## src/rtl/rtc_pkg.sv

```systemverilog
// Purpose: shared calendar constants, time record type and month-length helper for the RTC.
// Latency: n/a (package only).
// Backpressure: n/a.
//
// Consumers: rtc_time_counter (cascade + set validation) and the BCD display path.
package rtc_pkg;

  // One calendar/time snapshot; all fields binary.
  typedef struct packed {
    logic [7:0] hour;
    logic [7:0] min;
    logic [7:0] sec;
    logic [7:0] days;
    logic [7:0] months;
    logic [7:0] years;
  } rtc_time_t;

  // Field limits.
  localparam logic [7:0] SEC_MAX   = 8'd59;
  localparam logic [7:0] MIN_MAX   = 8'd59;
  localparam logic [7:0] HOUR_MAX  = 8'd23;
  localparam logic [7:0] MONTH_MAX = 8'd12;
  localparam logic [7:0] YEAR_MAX  = 8'd99;
  localparam logic [7:0] DAY_MIN   = 8'd1;
  localparam logic [7:0] MONTH_MIN = 8'd1;

  // Reset date: 00:00:00 01/01/2000.
  localparam rtc_time_t RST_TIME = '{hour: 8'd0, min: 8'd0, sec: 8'd0,
                                     days: 8'd1, months: 8'd1, years: 8'd0};

  // Month length. Years are 2000-2099, so every multiple of four is a leap year.
  // Out-of-range months return 31; callers validate the month separately.
  function automatic logic [7:0] days_in_month(input logic [7:0] month,
                                               input logic [7:0] year);
    logic [7:0] dim;
    case (month)
      8'd4, 8'd6, 8'd9, 8'd11: dim = 8'd30;
      8'd2:                    dim = ((year & 8'd3) == 8'd0) ? 8'd29 : 8'd28;
      default:                 dim = 8'd31;
    endcase
    return dim;
  endfunction

endpackage

```

## src/rtl/rtc_prescaler.sv

```systemverilog
// Purpose: divides clk down to a one-cycle tick every TICK_DIV cycles.
// Latency: tick is combinational from the counter; first tick TICK_DIV cycles after rst/clr.
// Backpressure: none; free-running.
//
// Ports: clk, rst (sync, active-high), clr (restart count at 0 on next edge),
//        tick (high during the cycle the counter sits at TICK_DIV-1).
module rtc_prescaler #(
  parameter int unsigned TICK_DIV = 100000000
) (
  input  logic clk,
  input  logic rst,
  input  logic clr,
  output logic tick
);

  localparam int unsigned W = $clog2(TICK_DIV);
  localparam logic [W-1:0] LAST = W'(TICK_DIV - 1);

  logic [W-1:0] cnt_q, cnt_d;

  assign tick = (cnt_q == LAST);

  always_comb begin
    cnt_d = cnt_q + W'(1);
    if (clr || tick) cnt_d = '0;
  end

  always_ff @(posedge clk) begin
    if (rst) cnt_q <= '0;
    else     cnt_q <= cnt_d;
  end

endmodule

```

## src/rtl/rtc_time_counter.sv

```systemverilog
// Purpose: binary real-time clock/calendar (2000-2099) with validated one-shot load.
// Latency: all outputs registered; fields, sec_tick and set_err update one edge after tick/set.
// Backpressure: none; every set_valid cycle is evaluated, no stall.
//
// Ports: clk, rst (sync, active-high), set_valid + set_{sec,min,hour,days,months,years} load request,
//        sec/min/hour/days/months/years binary time, sec_tick (seconds advanced), set_err (set rejected).
module rtc_time_counter
  import rtc_pkg::*;
#(
  parameter int unsigned TICK_DIV = 100000000
) (
  input  logic       clk,
  input  logic       rst,
  input  logic       set_valid,
  input  logic [7:0] set_sec,
  input  logic [7:0] set_min,
  input  logic [7:0] set_hour,
  input  logic [7:0] set_days,
  input  logic [7:0] set_months,
  input  logic [7:0] set_years,
  output logic [7:0] sec,
  output logic [7:0] min,
  output logic [7:0] hour,
  output logic [7:0] days,
  output logic [7:0] months,
  output logic [7:0] years,
  output logic       sec_tick,
  output logic       set_err
);

  rtc_time_t time_q, time_d, set_t;
  logic      sec_tick_q, sec_tick_d;
  logic      set_err_q, set_err_d;
  logic      tick, set_ok, set_acc;
  logic      wrap_sec, wrap_min, wrap_hour, wrap_day, wrap_mon, wrap_year;
  logic      c_sec, c_min, c_hour, c_day, c_mon, c_year;

  assign set_t = '{hour: set_hour, min: set_min, sec: set_sec,
                   days: set_days, months: set_months, years: set_years};

  assign set_ok = (set_sec <= SEC_MAX) && (set_min <= MIN_MAX) && (set_hour <= HOUR_MAX) &&
                  (set_months >= MONTH_MIN) && (set_months <= MONTH_MAX) &&
                  (set_years <= YEAR_MAX) && (set_days >= DAY_MIN) &&
                  (set_days <= days_in_month(set_months, set_years));
  assign set_acc = set_valid && set_ok;

  // An accepted set restarts the second, so a tick in the same cycle is dropped.
  rtc_prescaler #(.TICK_DIV(TICK_DIV)) u_prescaler (
    .clk  (clk),
    .rst  (rst),
    .clr  (set_acc),
    .tick (tick)
  );

  assign wrap_sec  = (time_q.sec    == SEC_MAX);
  assign wrap_min  = (time_q.min    == MIN_MAX);
  assign wrap_hour = (time_q.hour   == HOUR_MAX);
  assign wrap_day  = (time_q.days   >= days_in_month(time_q.months, time_q.years));
  assign wrap_mon  = (time_q.months == MONTH_MAX);
  assign wrap_year = (time_q.years  == YEAR_MAX);

  // Carry chain: c_x means field x advances this cycle; the whole ripple settles in one cycle.
  assign c_sec  = tick && !set_acc;
  assign c_min  = c_sec  && wrap_sec;
  assign c_hour = c_min  && wrap_min;
  assign c_day  = c_hour && wrap_hour;
  assign c_mon  = c_day  && wrap_day;
  assign c_year = c_mon  && wrap_mon;

  always_comb begin
    time_d = time_q;
    if (set_acc) begin
      time_d = set_t;
    end else begin
      if (c_sec)  time_d.sec    = wrap_sec  ? 8'd0      : time_q.sec    + 8'd1;
      if (c_min)  time_d.min    = wrap_min  ? 8'd0      : time_q.min    + 8'd1;
      if (c_hour) time_d.hour   = wrap_hour ? 8'd0      : time_q.hour   + 8'd1;
      if (c_day)  time_d.days   = wrap_day  ? DAY_MIN   : time_q.days   + 8'd1;
      if (c_mon)  time_d.months = wrap_mon  ? MONTH_MIN : time_q.months + 8'd1;
      if (c_year) time_d.years  = wrap_year ? 8'd0      : time_q.years  + 8'd1;
    end
  end

  assign sec_tick_d = c_sec;
  assign set_err_d  = set_valid && !set_ok;

  always_ff @(posedge clk) begin
    if (rst) begin
      time_q     <= RST_TIME;
      sec_tick_q <= 1'b0;
      set_err_q  <= 1'b0;
    end else begin
      time_q     <= time_d;
      sec_tick_q <= sec_tick_d;
      set_err_q  <= set_err_d;
    end
  end

  assign sec      = time_q.sec;
  assign min      = time_q.min;
  assign hour     = time_q.hour;
  assign days     = time_q.days;
  assign months   = time_q.months;
  assign years    = time_q.years;
  assign sec_tick = sec_tick_q;
  assign set_err  = set_err_q;

endmodule

```

## config.mk

```make
export PLATFORM = sky130hd
export DESIGN_NAME = rtc_time_counter
export DESIGN_NICKNAME = d
export VERILOG_FILES = /design/src/rtl/rtc_pkg.sv /design/src/rtl/rtc_prescaler.sv /design/src/rtl/rtc_time_counter.sv
export SDC_FILE = /design/constraint.sdc
export NUM_CORES = 1
export LEC_CHECK = 0
export BUFFER_PORTS_ARGS = -buffer_cell sky130_fd_sc_hd__buf_2
export CAP_MARGIN = 25
export CORE_MARGIN = 2
export CORE_UTILIZATION = 55
export DETAILED_ROUTE_END_ITERATION = 8
export PLACE_DENSITY = 0.81
export SLEW_MARGIN = 20
export SYNTH_ARGS = -nofsm -noshare
export SYNTH_HDL_FRONTEND = slang
export SYNTH_HIERARCHICAL = 1
export SYNTH_SLANG_ARGS = --single-unit
```

## constraint.sdc

```tcl
create_clock -name clk -period 4 [get_ports clk]
set_input_delay 0 -clock clk [delete_from_list [all_inputs] [get_ports clk]]
set_output_delay 0 -clock clk [all_outputs]
set_load 0.01 [all_outputs]
```

Yosys cells after proc, flatten, opt, wreduce, memory -nomap -nowiden
Cells that the tools add are included.

word-level totals
  output and inout port bits = 50
  register bits = 77
  bits of input ports = 51

cells by class
  add/subtract/negate cells = 7
  multiplexer cells = 17
  reductions and logical operators = 29
  equality and inequality tests = 16
  order comparisons = 9

operators with widths
  operator                                                                count
  8-bit 2-to-1 mux                                                        12
  8-bit by 1-bit adder with 8-bit output (second input constant)          6
  48-bit 2-to-1 mux                                                       1
  8-bit by 4-bit equality test with 1-bit output (second input constant)  5
  8-bit by 3-bit equality test with 1-bit output (second input constant)  4
  27-bit by 1-bit adder with 27-bit output (second input constant)        1
  27-bit equality test (second input constant)                            1
  8-bit by 2-bit equality test with 1-bit output (second input constant)  2
  8-bit by 6-bit equality test with 1-bit output (second input constant)  2
  8-bit by 1-bit >= comparator with 1-bit output (second input constant)  2
  8-bit by 6-bit <= comparator with 1-bit output (second input constant)  2
  8-bit zero test                                                         2
  1-bit logical AND                                                       15
  2-bit nonzero test                                                      6
  8-bit by 5-bit equality test with 1-bit output (second input constant)  1
  8-bit by 7-bit equality test with 1-bit output (second input constant)  1
  8-bit >= comparator                                                     1
  8-bit by 4-bit <= comparator with 1-bit output (second input constant)  1
  8-bit by 5-bit <= comparator with 1-bit output (second input constant)  1
  8-bit by 7-bit <= comparator with 1-bit output (second input constant)  1
  8-bit <= comparator                                                     1
  2-bit case mux with 2 select lines                                      2
  4-bit OR reduction                                                      2
  1-bit zero test                                                         2
  3 further kinds                                                         4

Depth between registers and ports, before layout
  depth in word-level cells = 18
  mapped depth = 16
  depth with buffers taken out = 14

Modules after synthesis
The synthesis kept the hierarchy.

by module, submodules not included
  module            area an instance (um2)  seq. area each (um2)  times used  cells an instance
  rtc_time_counter  3156.8                  1001.0                1           403
  rtc_prescaler     1410.1                  540.5                 1           157

Least setup slack after synthesis
Ideal clock, no wire load.

  path kind = reg2reg
  start point = register u_prescaler.cnt_q[0]
  end point = register time_q, in the netlist months[2]
  cell stages (with the launch flop) = 15
  setup slack = 0.632 ns
  clock period less this slack = 3.368 ns
  required time = 3.868 ns
  arrival time = 3.236 ns
  library setup time = 0.132 ns
  path buffers = 4
  cell sequence = dfxtp_1 > ha_1 > and3_1 > buf_2 > nand2_4 > nor4_4 > buf_6 > clkbuf_1 > and4_2 > nand4_4 > nor4b_4 > buf_6 > o211ai_1 > a21oi_1 > nor3_1

on the way
  word-level cells in the longest chain between the ends = 7

ends and longest elaborated chain
  item                          line                    text
  start, declared               rtc_prescaler.sv:19     logic [W-1:0] cnt_q, cnt_d;
  start signal, assigned        rtc_prescaler.sv:30     else cnt_q <= cnt_d;
  27-bit equality test          rtc_prescaler.sv:21     assign tick = (cnt_q == LAST);
  named net tick                rtc_time_counter.sv:34  logic tick, set_ok, set_acc;
  1-bit logical AND             rtc_time_counter.sv:63  assign c_sec = tick && !set_acc;
  1-bit logical AND             rtc_time_counter.sv:64  assign c_min = c_sec && wrap_sec;
  1-bit logical AND             rtc_time_counter.sv:65  assign c_hour = c_min && wrap_min;
  1-bit logical AND             rtc_time_counter.sv:66  assign c_day = c_hour && wrap_hour;
  1-bit logical AND             rtc_time_counter.sv:67  assign c_mon = c_day && wrap_day;
  2-bit nonzero test (no line)  --
  end signal, assigned          rtc_time_counter.sv:93  time_q <= time_d;
  end, declared                 rtc_time_counter.sv:31  rtc_time_t time_q, time_d, set_t;

The timed path passes the listed nets, and every way through them passes these cells.
A chain may end at the register's enable or synchronous reset.

Worst setup path after layout
  start point = register u_prescaler.cnt_q[0]
  end point = register time_q, in the netlist years[4]

on the way
  word-level cells in the longest chain between the ends = 8

ends and longest elaborated chain
  item                          line                    text
  27-bit equality test          rtc_prescaler.sv:21
  named net tick                rtc_time_counter.sv:34
  1-bit logical AND             rtc_time_counter.sv:63
  1-bit logical AND             rtc_time_counter.sv:64
  1-bit logical AND             rtc_time_counter.sv:65
  1-bit logical AND             rtc_time_counter.sv:66
  1-bit logical AND             rtc_time_counter.sv:67
  1-bit logical AND             rtc_time_counter.sv:68  assign c_year = c_mon && wrap_mon;
  2-bit nonzero test (no line)  --

The timed path passes the listed nets, and every way through them passes these cells.

==> out/metrics.yaml <==
sta:
  finalClockSkew_ns: 0.007732
  drv_slew: 0
  fin_tns_setup_ns: 0
  setup_viol: 0
  fin_crit_sh_pct: 87.09
  final_hold_viol_count: 0
  min_period_ns: 3.484
  max_freq_mhz: 287.0
  worstMarginPinSlew_ns: 0.9202
  rsz0062_at_grt: "false"
  slew_headroom_pct: 38.43
synth:
  syn-cell-area_mm2: 0.004567
  async_flop_share_pct: 0
  yosys-top-cells-count: "dfxtp_1, nor2_1, nand2_1"
  synth_top_family_by_area: "simple AND/OR/NAND/NOR gates"
  synth_top_cell_area_share_pct: 33.75
  synth-main-ff-cell: "dfxtp_1"
  syn_nets: 626
  yosysUniqueCellTypes: 68
  synthSimpleGateAreaFrac_pct: 33.48
  synth_edf_count: 0
  synth_seq_area_share_pct: 33.75
  synthTopCellsByArea: "dfxtp_1, a211oi_1, nor2_1"
  synth_xor_area_share_pct: 3.836
  synth-compound-area-share_pct: 18.63
  synth.largest_area_cell: "dfxtp_1"
  synth_most_common_cell: "dfxtp_1"
  muxShareOfSynthArea_pct: 0.8767
  synth-seq-cells: 77
  synth_warnings: 6
  syn_inst: 560
  synth_fa_ha_area_share_pct: 4.110
  avgSynthCellArea_um2: 8.155
clocking:
  cts_tree: "built"
  clkLatencyLatePin_ns: 0.35
  numClockSinks: 77
  htree_levels: 3
  ctsResizeCount: 0
  post_cts_buffers: 0
  clk_path_buf_depth: 2
  clk_pin_slew_ns: 0.08
  root_buffer: "clkbuf_8"
  cts_hold_buffers: 33
  numCtsBuffers: 9
layout:
  n_fill_cell: 637
  layout-drive-gt1-share_pct: 21.46
  nNetsFinal: 747
  diodes: 0
  post-route-util_pct: 68.24
  synthToLayoutAreaGrowth_pct: 21.53
routing:
  drcViolationCount: 0
  ant_nets: 0
  dr.pass1.iters: 5
  viasPerCell: 5.985
  wl_per_cell_um: 15.69
  via_count: 4728
  wl_um: 12400
  drt_iter0_drc: 213
die:
  initial_utilization_pct: 56.15
  core_area_mm2: 0.008134
  row_count: 33
  die_h_um: 95.13
  dieArea_mm2: 0.009049
  io_pins: 101
  fp.dieW_um: 95.13
power_and_ir_drop:
  p_total_w: 0.001400
  powerDensity_mw_per_mm2: 252.2
  p_leak_nw: 2.311
  ir_drop_uv: 191.1
place:
  place.gp.congestion: 0.8747
  io_buffers: 100
  dpl.hpwl_um: 8485
global_route:
  grt.overflow.total: 0
  grt_start_max_net_pins: 38
  antenna_found_initial: 0
  grt_pass1_wl_um: 19860
  grt_pass1_vias: 4231
  grt_usage_pct: 27.39
setup_path:
  end_kind: "flop"
  slowest_stage: "nor4b_4"
  max_stage_delay_ns: 0.78
  worst-setup-path-type: "flop to flop"
  crit_fanout: 16
  worst_setup_path_start_kind: "flop"
  path_delay_family: "simple AND/OR/NAND/NOR gates"
  crit_chain: "ha_1, and3_1, nand2_4, nor4_4, and4_2, nand4_4, nor4b_4, nand3_1, xor2_1, a211oi_2"
  crit_buf_inv: 0
  cp_data_required_time_ns: 4.27
  crit_arrival_ns: 3.75
outcome:
  status: "finished clean"
min_path:
  hp-class: "primary input to flop"
flow_run:
  cap_violations: 0
## sequential cells by signal, indices dropped and copies added (netlist names)
name	flops
set_err	1
sec_tick	1
sec	8
hour	8
months	8
u_prescaler/cnt_q	27
years	8
min	8
days	8
## worst paths after layout
check                   startpoint                     to  slack [ns]  depth (start not counted)
max           u_prescaler/cnt_q[0]               years[4]        0.52                         10
min                  set_months[3]              months[3]        0.03                          3
max reg2reg   u_prescaler/cnt_q[0]               years[4]        0.52                         10
min reg2reg  u_prescaler/cnt_q[26]  u_prescaler/cnt_q[26]        0.49                          2
## metal layers
| metal | up-vias | GRT usage [%] | share of wire (%) | wire (um) |
|---|---|---|---|---|
| met2 | 139 | 46.71 | 48 | 5985 |
| met5 | - | 0 | 0 | 0 |
| met1 | 2232 | 34.61 | 44 | 5500 |
| li1 | 2331 | - | - | - |
| met3 | 26 | 4.269 | 5.2 | 641 |
| met4 | 0 | 10.75 | 2.2 | 269 |
## cell usage in the layout (no fill, tap or decap), types with 4 or more instances in the layout
cell type      instances
buf_4                  5
xor2_1                16
and4_1                 4
or3_1                  6
nand4_1               18
a21oi_1               28
mux2i_1                4
nor3b_1                4
ha_1                  15
dfxtp_1               77
nand3_1               30
a31oi_1                6
and3_1                15
dlygate4sd3_1         33
o21ai_0               23
o31ai_1                7
nand2_1               48
nor4_1                 6
xnor2_1                4
a211oi_1              31
nor2_1                60
or4_1                 11
clkbuf_8              10
a211oi_2               4
buf_2                100
nor3_1                38
inv_1                 16
## logic make-up (layout without fill, tap and decap cells)
kind of cell             Yosys count  after routing
AND/OR/NAND/NOR                  275            275
AO/OA/AOI/OAI                    125            125
flip-flops                        77             77
buffers and inverters             44            169
XOR/XNOR                          20             20
adder cells (fa/ha/maj)           15             15
multiplexers                       4              4
## worst min-delay path: cells and delay by family
kind	cells	cell delay, ns
buf+inv	1	0.13
compound gates	1	0.06
simple gates	1	0.13
## power by group
part | total, W | switching [W] | leakage (nW) | internal [W]
Clock | 0.000518 | 0.000281 | 0.0812 | 0.000237
Sequential | 0.000783 | 0.00000915 | 0.622 | 0.000773
Combinational | 0.0000993 | 0.0000461 | 1.61 | 0.0000532
## area by class of cell
type | instances | area [um^2] | area share [%]
clock inverters | 4 | 25.02 | 0.4509
flip-flops and latches | 77 | 1541 | 27.77
inverters | 16 | 60.06 | 1.082
clock buffers | 11 | 141.4 | 2.547
repair buffers | 138 | 868.3 | 15.64
well taps | 105 | 131.4 | 2.367
multi-input cells | 439 | 2783 | 50.14
## metrics by stage
step | hold WS, ns | std cells | setup slack (ns) | instance area (um^2)
6_report | 0.02657 | 790 | 0.5162 | 5550
5_1_grt | 0.04175 | 790 | 0.2704 | 5550
4_1_cts | 0.01307 | 790 | 0.5511 | 5550
3_5_place_dp | 0.2503 | 742 | 0.5862 | 5054
3_3_place_gp | 0.2304 | 742 | 0.7179 | 5054
2_1_floorplan | 0.1122 | 560 | 0.6321 | 4567
(Power assumes the default switching activity.)
